`src/rtl/phase_timer_if.sv`:
```
// phase_timer_if: control and status bundle between a timer user and phase_timer
interface phase_timer_if #(
  parameter int CNT_WIDTH = 8
);
  logic                 start;
  logic                 pause;
  logic                 abort;
  logic                 auto_reload;
  logic [CNT_WIDTH-1:0] load_value;
  logic [CNT_WIDTH-1:0] count;
  logic                 busy;
  logic                 expired;
  logic                 tick;
  logic                 done;
  modport master (
    output start, pause, abort, auto_reload, load_value,
    input  count, busy, expired, tick, done
  );
  modport slave (
    input  start, pause, abort, auto_reload, load_value,
    output count, busy, expired, tick, done
  );
endinterface

```
`src/rtl/phase_timer.sv`:
```
// phase_timer: prescaled countdown timer with pause, abort and optional auto-reload
module phase_timer #(
  parameter int CNT_WIDTH      = 8,
  parameter int TICKS_PER_UNIT = 1000
) (
  input logic          clk,
  input logic          reset,
  phase_timer_if.slave bus
);
  localparam int PW = (TICKS_PER_UNIT > 1) ? $clog2(TICKS_PER_UNIT) : 1;
  localparam logic [PW-1:0] PSC_MAX = PW'(TICKS_PER_UNIT - 1);
  typedef enum logic [1:0] {IDLE, RUN, PAUSED, EXPIRED} state_t;
  state_t               state, state_nxt;
  logic [PW-1:0]        psc, psc_nxt;
  logic [CNT_WIDTH-1:0] latched, latched_nxt, cnt_nxt;
  logic                 mode, mode_nxt;
  logic                 tick_nxt, done_nxt, busy_nxt, expired_nxt;
  logic                 active, wrap, last;
  assign active = (state == RUN) || (state == PAUSED);
  assign wrap   = psc == PSC_MAX;
  assign last   = bus.count <= CNT_WIDTH'(1);
  // state and datapath registers, cleared asynchronously
  always_ff @(posedge clk or posedge reset)
    if (reset) begin
      state   <= IDLE;
      psc     <= '0;
      latched <= '0;
      mode    <= 1'b0;
    end else begin
      state   <= state_nxt;
      psc     <= psc_nxt;
      latched <= latched_nxt;
      mode    <= mode_nxt;
    end
  // next state: abort beats start beats pause; PAUSED with pause low counts like RUN so no extra cycle is lost on resume
  always_comb begin
    state_nxt   = state;
    psc_nxt     = psc;
    cnt_nxt     = bus.count;
    latched_nxt = latched;
    mode_nxt    = mode;
    tick_nxt    = 1'b0;
    done_nxt    = 1'b0;
    if (bus.abort) begin
      state_nxt = IDLE;
      psc_nxt   = '0;
      cnt_nxt   = '0;
    end else if (bus.start) begin
      psc_nxt     = '0;
      cnt_nxt     = bus.load_value;
      latched_nxt = bus.load_value;
      mode_nxt    = bus.auto_reload;
      done_nxt    = bus.load_value == '0;
      state_nxt   = (bus.load_value == '0) ? EXPIRED : RUN;
    end else if (active && bus.pause) begin
      state_nxt = PAUSED;
    end else if (active) begin
      psc_nxt   = wrap ? '0 : psc + 1'b1;
      tick_nxt  = wrap;
      done_nxt  = wrap && last;
      cnt_nxt   = !wrap ? bus.count : !last ? bus.count - 1'b1 : mode ? latched : '0;
      state_nxt = (wrap && last && !mode) ? EXPIRED : RUN;
    end
  end
  // status flags follow the state being entered
  always_comb begin
    busy_nxt    = (state_nxt == RUN) || (state_nxt == PAUSED);
    expired_nxt = state_nxt == EXPIRED;
  end
  // registered outputs
  always_ff @(posedge clk or posedge reset)
    if (reset) begin
      bus.count   <= '0;
      bus.busy    <= 1'b0;
      bus.expired <= 1'b0;
      bus.tick    <= 1'b0;
      bus.done    <= 1'b0;
    end else begin
      bus.count   <= cnt_nxt;
      bus.busy    <= busy_nxt;
      bus.expired <= expired_nxt;
      bus.tick    <= tick_nxt;
      bus.done    <= done_nxt;
    end
endmodule
```
`src/flat_wrapper.sv`:
```
// flat-port wrapper written by rule: the top's interface ports become plain ports
module phase_timer_flat 
#(
  parameter int CNT_WIDTH      = 8,
  parameter int TICKS_PER_UNIT = 1000
)
  (clk, reset, bus_start, bus_pause, bus_abort, bus_auto_reload, bus_load_value, bus_count, bus_busy, bus_expired, bus_tick, bus_done);
  phase_timer_if #(.CNT_WIDTH(CNT_WIDTH)) bus_i ();
  input logic clk;
  input logic reset;
  input wire logic [$bits(bus_i.start)-1:0] bus_start;
  input wire logic [$bits(bus_i.pause)-1:0] bus_pause;
  input wire logic [$bits(bus_i.abort)-1:0] bus_abort;
  input wire logic [$bits(bus_i.auto_reload)-1:0] bus_auto_reload;
  input wire logic [$bits(bus_i.load_value)-1:0] bus_load_value;
  output wire logic [$bits(bus_i.count)-1:0] bus_count;
  output wire logic [$bits(bus_i.busy)-1:0] bus_busy;
  output wire logic [$bits(bus_i.expired)-1:0] bus_expired;
  output wire logic [$bits(bus_i.tick)-1:0] bus_tick;
  output wire logic [$bits(bus_i.done)-1:0] bus_done;
  assign bus_i.start = bus_start;
  assign bus_i.pause = bus_pause;
  assign bus_i.abort = bus_abort;
  assign bus_i.auto_reload = bus_auto_reload;
  assign bus_i.load_value = bus_load_value;
  assign bus_count = bus_i.count;
  assign bus_busy = bus_i.busy;
  assign bus_expired = bus_i.expired;
  assign bus_tick = bus_i.tick;
  assign bus_done = bus_i.done;
  phase_timer #(.CNT_WIDTH(CNT_WIDTH), .TICKS_PER_UNIT(TICKS_PER_UNIT)) u_core (.clk(clk), .reset(reset), .bus(bus_i));
endmodule
```
`config.mk`:
```
export PLATFORM = sky130hd
export DESIGN_NAME = phase_timer_flat
export DESIGN_NICKNAME = d
export VERILOG_FILES = /design/src/rtl/phase_timer_if.sv /design/src/rtl/phase_timer.sv /design/src/flat_wrapper.sv
export SDC_FILE = /design/constraint.sdc
export NUM_CORES = 1
export LEC_CHECK = 0
export CELL_PAD_IN_SITES_DETAIL_PLACEMENT = 2
export CELL_PAD_IN_SITES_GLOBAL_PLACEMENT = 2
export CORE_MARGIN = 2
export CORE_UTILIZATION = 25
export CTS_BUF_LIST = sky130_fd_sc_hd__clkbuf_16
export DETAILED_ROUTE_END_ITERATION = 7
export PLACE_DENSITY = 0.71
export SETUP_SLACK_MARGIN = 0.1
export SLEW_MARGIN = 25
export SYNTH_ARGS = -nofsm -noshare
export SYNTH_HDL_FRONTEND = slang
export SYNTH_SLANG_ARGS = --single-unit
```
`constraint.sdc`:
```
create_clock -name clk -period 2.3 [get_ports clk]
set_clock_uncertainty 0.2 [all_clocks]
set_input_delay 0.23 -clock clk [delete_from_list [all_inputs] [get_ports clk]]
set_output_delay 0.23 -clock clk [all_outputs]
set_load 0.02 [all_outputs]
```
==> reports/qor.csv, run 1 <==
metric;value;unit
status;complete, no violations;
full die area;0.00804;mm^2
Comb power frac;27.1;%
sw power;559;uW
Max Fclk;442;MHz
gr usage total;17.7;%
Met2 Wirelength;3.47;mm
die width;89.7;um
Nets;276;
final setup violation count;0;
share of cells above drive strength 1;24.7;%
WP data arrival;2230;ps
Synthesized Nets;220;
Worst setup SP type;flop;
DP HPWL;4.81;mm
fin crit period;2260;ps
Post-synth EDFFs;0;
CTS H-tree lvls;2;
Switching Share;31.0;%
Slew @ Worst Pin;503;ps
final wirelength;6.71;mm
Critical Path Sink Type;flop;
Antenna Violating Nets Remaining;0;
share of synthesized registers carrying an async set or reset;100;%
initial antenna violation count;0;
Synth Instances;202;
Die Ht;89.7;um
most common cell after layout, fill and taps aside;buf_4;
Crit Path Class;reg2reg;
Area Overhead vs Synth;42.5;%
dpl cells;341;
drt via density;4.92;
ys flop type;dfrtp_1;
DR WL met3;174;um
site row count;31;
first-pass GRT wire length;10.3;mm
port bufs;25;
P_int;1.24;mW
Synth Warn #;0;
M1 WL;2.97;mm
Yosys cell types;47;
fin. max-slew vios;0;
PD cells;690;mW/mm^2
final hold slack;153;ps
fillcell total;789;
Yosys reg bits;33;
most frequent cells in the layout;33 x buf_4, 31 x nand2_1, 30 x dfrtp_1;
1st-pass router iterations;4;
initial core utilization;25.6;%
drt wl/cell;18.7;um
Static Leak;1.16;nW
Root Buffer;clkbuf_16;
RePlAce Congestion;0.866;
CP max stage delay;570;ps
power share of the clock group;36.1;%
Crit Path Max Fanout;3;
crit path cell chain;or4_4, nor3_4, nor4b_4, nor3_2, nor2_2, ha_1;
Max-Cap Viols;0;
vias in the first global route;1847;
CTS tree;yes;
clk slew on worst S/H paths;60;ps
CTS Buffer Depth;2;
Clk Latency, worst-skew pair;280;ps
highest routed layer;met4;
pin count of the biggest net entering global routing;34;
Core ar.;0.00718;mm^2
first-iteration detailed-routing DRC count;81;
final worst-path cycle share;98.3;%
slew margin rel.;65.6;%
sequential area share after synthesis;45.0;%
hold_buf cts;0;
total negative slack;0;ps
RSZ-0062 raised after global routing;true;
count of non-filler cells in the finished layout;358;
VDD IR-drop max;0.335;mV
syn_area_per_cell;9.08;um^2
via count;1761;
# IOs;26;
Flop pwr share;36.8;%
Final Hold Fails;0;
DRC viols;0;
Ant. Diodes;0;
Worst Hold Class;in2async;
reg2reg setup slack;40;ps
CTS Buf Count;5;
Sink Count;33;
Overflow after GRT;0;
synthesized area;0.00183;mm^2
crit path max-delay cell type;or4_4;
required time of the critical path;2270;ps
-- cells by family (layout without fill, tap and decap cells) --
family / Yosys count / count (layout) / share of synthesized area (%)
adder cells (fa/ha/maj): 6 / 6 / 3.82
AND/OR/NAND/NOR: 95 / 95 / 25.9
buffers and inverters: 15 / 72 / 4.02
AO/OA/AOI/OAI: 39 / 39 / 14.3
XOR/XNOR: 11 / 11 / 5.25
flip-flops: 33 / 33 / 45.0
multiplexers: 3 / 3 / 1.71
-- worst paths after layout --
check,startpoint,to,depth (start not counted)
min in group clk,u_core.latched[1]$_DFFE_PP0P_,u_core.latched[1]$_DFFE_PP0P_,2
worst max register to register,u_core.bus.count[2]$_DFFE_PP0P_,u_core.bus.busy$_DFF_PP0_,6
worst min register to register,u_core.latched[1]$_DFFE_PP0P_,u_core.latched[1]$_DFFE_PP0P_,2
worst min-delay path,reset,u_core.latched[1]$_DFFE_PP0P_,3
max in group asynchronous,reset,u_core.bus.count[3]$_DFFE_PP0P_,3
worst max-delay path,u_core.bus.count[2]$_DFFE_PP0P_,u_core.bus.busy$_DFF_PP0_,6
-- routing by layer --
metal	global-route usage, %	vias up
met4	4.88	0
met1	22.0	901
li1	-	822
met2	31.2	29
met5	0	-
met3	3.29	9
-- Yosys cell counts (all sizes together), types with 4 or more instances --
cell	n	share of area [%]
clkbuf	6	1.2
buf	4	1.8
and3	4	1.4
nand3	6	1.9
inv	5	1.0
nand2	32	6.5
nor2	26	5.3
dfrtp	33	45
o21ai	9	2.5
nor3	6	2.3
ha	4	2.7
xnor2	4	1.9
a21oi	9	2.5
xor2	7	3.3
-- state kept, by name, indices dropped and copies added (netlist names) --
name	flops
u_core.bus.count	8
u_core.bus.tick	1
u_core.psc	10
u_core.bus.expired	1
u_core.latched	8
u_core.state	2
u_core.mode	1
u_core.bus.busy	1
u_core.bus.done	1
-- worst max-delay path: cells and delay by family, from the launching register on --
family / cells / cell delay [ps]
fa+ha+maj: 1 / 250
flops: 1 / 400
simple gates: 5 / 1310
-- power groups by stage --
stage          Clock [mW]  Combinational (mW)  Sequential, mW
3_5_place_dp            0               0.439           0.674
2_1_floorplan           0               0.226           0.691
5_1_grt             0.686               0.532           0.670
3_3_place_gp            0               0.430           0.671
6_report            0.651               0.489           0.664
4_1_cts             0.670               0.461           0.664
-- through the flow --
| step | area (um^2) | total power [mW] | util (%) | setup slack (ps) |
|---|---|---|---|---|
| after global routing | 2610 | 1.89 | 36.4 | -25.1 |
| after floorplan | 1840 | 0.917 | - | -90.2 |
| after global placement | 2340 | 1.10 | 32.7 | 47.9 |
| after CTS | 2510 | 1.80 | 35.0 | 49.6 |
| after detailed placement | 2340 | 1.11 | 32.7 | -23.6 |
| final | 2610 | 1.80 | 36.4 | 38.8 |
-- layout make-up --
cell class | count | area (um^2) | area share (%)
Clock inverter | 3 | 13.8 | 0.527
Inverter | 5 | 18.8 | 0.718
Tap cell | 99 | 124 | 4.74
Multi-Input combinational cell | 154 | 993 | 38.0
Timing Repair Buffer | 59 | 509 | 19.5
Sequential cell | 33 | 830 | 31.7
Clock buffer | 5 | 125 | 4.79
-- repair_timing --
| action | CTS | global route |
|---|---|---|
| setup buffers | 3 | 6 |
| endpoints found under the setup margin | 8 | 18 |
| pin swaps | 1 | 13 |
| endpoints found under the hold margin | 0 | 0 |
| resized for setup | 2 | 14 |
Note: power is estimated with default switching activity, not from simulation.
==> run 2, diff against run 1 <==
- ABC_CLOCK_PERIOD_IN_PS: default -> 1900
- clock period: 2.3 -> 1.9 ns (I/O delays scaled with it)
==> reports/qor.csv, run 2 (same netlist as run 1, synthesis figures left out) <==
metric;value;unit;change
status;finished with violations;;was complete, no violations
failing checks;setup timing;;
Max Fclk;450;MHz;was 442 MHz
initial core utilization;25.6;%;unchanged
drt wl/cell;20.0;um;was 18.7 um
share of cells above drive strength 1;41.5;%;was 24.7%
Static Leak;1.42;nW;was 1.16 nW
final worst-path cycle share;117;%;was 98.3%
initial antenna violation count;0;;unchanged
P_int;1.55;mW;was 1.24 mW
Critical Path Sink Type;flop;;unchanged
RePlAce Congestion;0.800;;was 0.866
Switching Share;32.2;%;was 31.0%
Clk Latency, worst-skew pair;280;ps;about the same
Reg with most FFs;u_core.psc;;unchanged
CTS tree;yes;;unchanged
via count;1952;;was 1761
most frequent cells in the layout;53 x buf_4, 31 x nand2_1, 28 x dfrtp_1;;was 33 x buf_4, 31 x nand2_1, 30 x dfrtp_1
RSZ-0062 raised after global routing;true;;unchanged
1st-pass router iterations;4;;unchanged
Antenna Violating Nets Remaining;0;;unchanged
Area Overhead vs Synth;69.0;%;was 42.5%
sw power;738;uW;was 559 uW
Comb power frac;30.7;%;was 27.1%
DP HPWL;5.00;mm;was 4.81 mm
CTS Buf Count;5;;unchanged
WP data arrival;2180;ps;was 2230 ps
VDD IR-drop max;0.299;mV;was 0.335 mV
Top Registers;u_core.psc x10, u_core.bus.count x8, u_core.latched x8;;unchanged
final setup violation count;20;;was 0
Worst Hold Class;in2async;;unchanged
Ant. Diodes;0;;unchanged
site row count;31;;unchanged
gr usage total;19.8;%;was 17.7%
# IOs;26;;unchanged
clk slew on worst S/H paths;60;ps;about the same
first-pass GRT wire length;11.6;mm;was 10.3 mm
Worst setup SP type;flop;;unchanged
die width;89.7;um;unchanged
CTS Buffer Depth;2;;unchanged
port bufs;25;;unchanged
total negative slack;-2290;ps;was 0 ps
final setup margin;-320;ps;was 38.8 ps
slew margin rel.;62.3;%;was 65.6%
Crit Path Max Fanout;5;;was 3
Max-Cap Viols;0;;unchanged
pin count of the biggest net entering global routing;34;;unchanged
CTS H-tree lvls;2;;unchanged
fin crit period;2220;ps;was 2260 ps
Sink Count;33;;unchanged
vias in the first global route;2216;;was 1847
final wirelength;7.75;mm;was 6.71 mm
first-iteration detailed-routing DRC count;78;;was 81
Die Ht;89.7;um;unchanged
max reg flops;10;;unchanged
fillcell total;758;;was 789
required time of the critical path;1860;ps;was 2270 ps
Slew @ Worst Pin;551;ps;was 503 ps
DRC viols;0;;unchanged
Root Buffer;clkbuf_16;;unchanged
Nets;306;;was 276
power share of the clock group;34.4;%;was 36.1%
Final Hold Fails;0;;unchanged
drt via density;5.03;;was 4.92
Util after Layout;43.2;%;was 36.4%
most common cell after layout, fill and taps aside;buf_4;;unchanged
Flop pwr share;34.9;%;was 36.8%
full die area;0.00804;mm^2;unchanged
fin. max-slew vios;0;;unchanged
Core ar.;0.00718;mm^2;unchanged
PD cells;739;mW/mm^2;was 690 mW/mm^2
Overflow after GRT;0;;unchanged
Crit Path Class;reg2reg;;unchanged
run 2: what timing repair did:
item | in CTS | in global routing
pin swaps | 5 | 20
hold endpoints to repair | 0 | 0
gates resized for setup | 23 | 42
hold buffers | 0 | 0
endpoints found under the setup margin | 23 | 26
buffers inserted | 4 | 8
gates cloned | 1 | 0
run 2: final cells by class:
class	instances	area (um^2)	share of cell area, %
Clock buffer	5	125	4.04
Clock inverter	3	12.5	0.404
Inverter	5	18.8	0.605
Multi-Input combinational cell	154	1170	37.8
Sequential cell	33	832	26.8
Tap cell	99	124	4.00
Timing Repair Buffer	89	816	26.3
run 2: power groups by stage:
stage | logic [mW] | registers [mW] | clock network [mW]
2_1_floorplan | 0.303 | 0.839 | 0
3_3_place_gp | 0.596 | 0.806 | 0
3_5_place_dp | 0.617 | 0.808 | 0
4_1_cts | 0.648 | 0.798 | 0.800
5_1_grt | 0.757 | 0.807 | 0.841
6_report | 0.703 | 0.801 | 0.788
run 2: stage by stage:
stage	setup WS [ps]	power, mW	instances	cell area [um^2]	hold WS (ps)
detailed placement	-301	1.42	369	2620	271
floorplan	-487	1.14	202	1880	95.4
global route	-429	2.40	388	3100	171
global placement	-281	1.40	369	2620	261
finish	-320	2.29	388	3100	127
CTS	-300	2.25	382	2880	135
run 2: path summary, 6_finish.rpt:
path	start	slack, ps	depth (start not counted)	end
max reg2reg	u_core.bus.count[5]$_DFFE_PP0P_	-320	6	u_core.bus.busy$_DFF_PP0_
min reg2reg	u_core.latched[3]$_DFFE_PP0P_	280	2	u_core.latched[3]$_DFFE_PP0P_
min in group clk	bus_auto_reload	250	3	u_core.mode$_DFFE_PP0P_
max	u_core.bus.count[5]$_DFFE_PP0P_	-320	6	u_core.bus.busy$_DFF_PP0_
max in group asynchronous	reset	1010	3	u_core.bus.count[3]$_DFFE_PP0P_
min	reset	130	3	u_core.bus.count[1]$_DFFE_PP0P_
run 2: worst max-delay path, stage by stage, from the launching register on:
cell and delay, ps:
dfrtp_2 400, or4_4 600, nor3_4 200, nor4b_4 230, nor3_1 70, nor2_1 150, ha_1 250
run 2: per-layer routing:
| layer | wire, um | vias to the layer above | GRT usage (%) | part of all wire, % |
|---|---|---|---|---|
| li1 | - | 880 | - | - |
| met1 | 3000 | 1006 | 22.2 | 39 |
| met2 | 4280 | 51 | 37.6 | 55 |
| met3 | 339 | 15 | 4.20 | 4.4 |
| met4 | 129 | 0 | 5.43 | 1.7 |
| met5 | 0 | - | 0 | 0 |
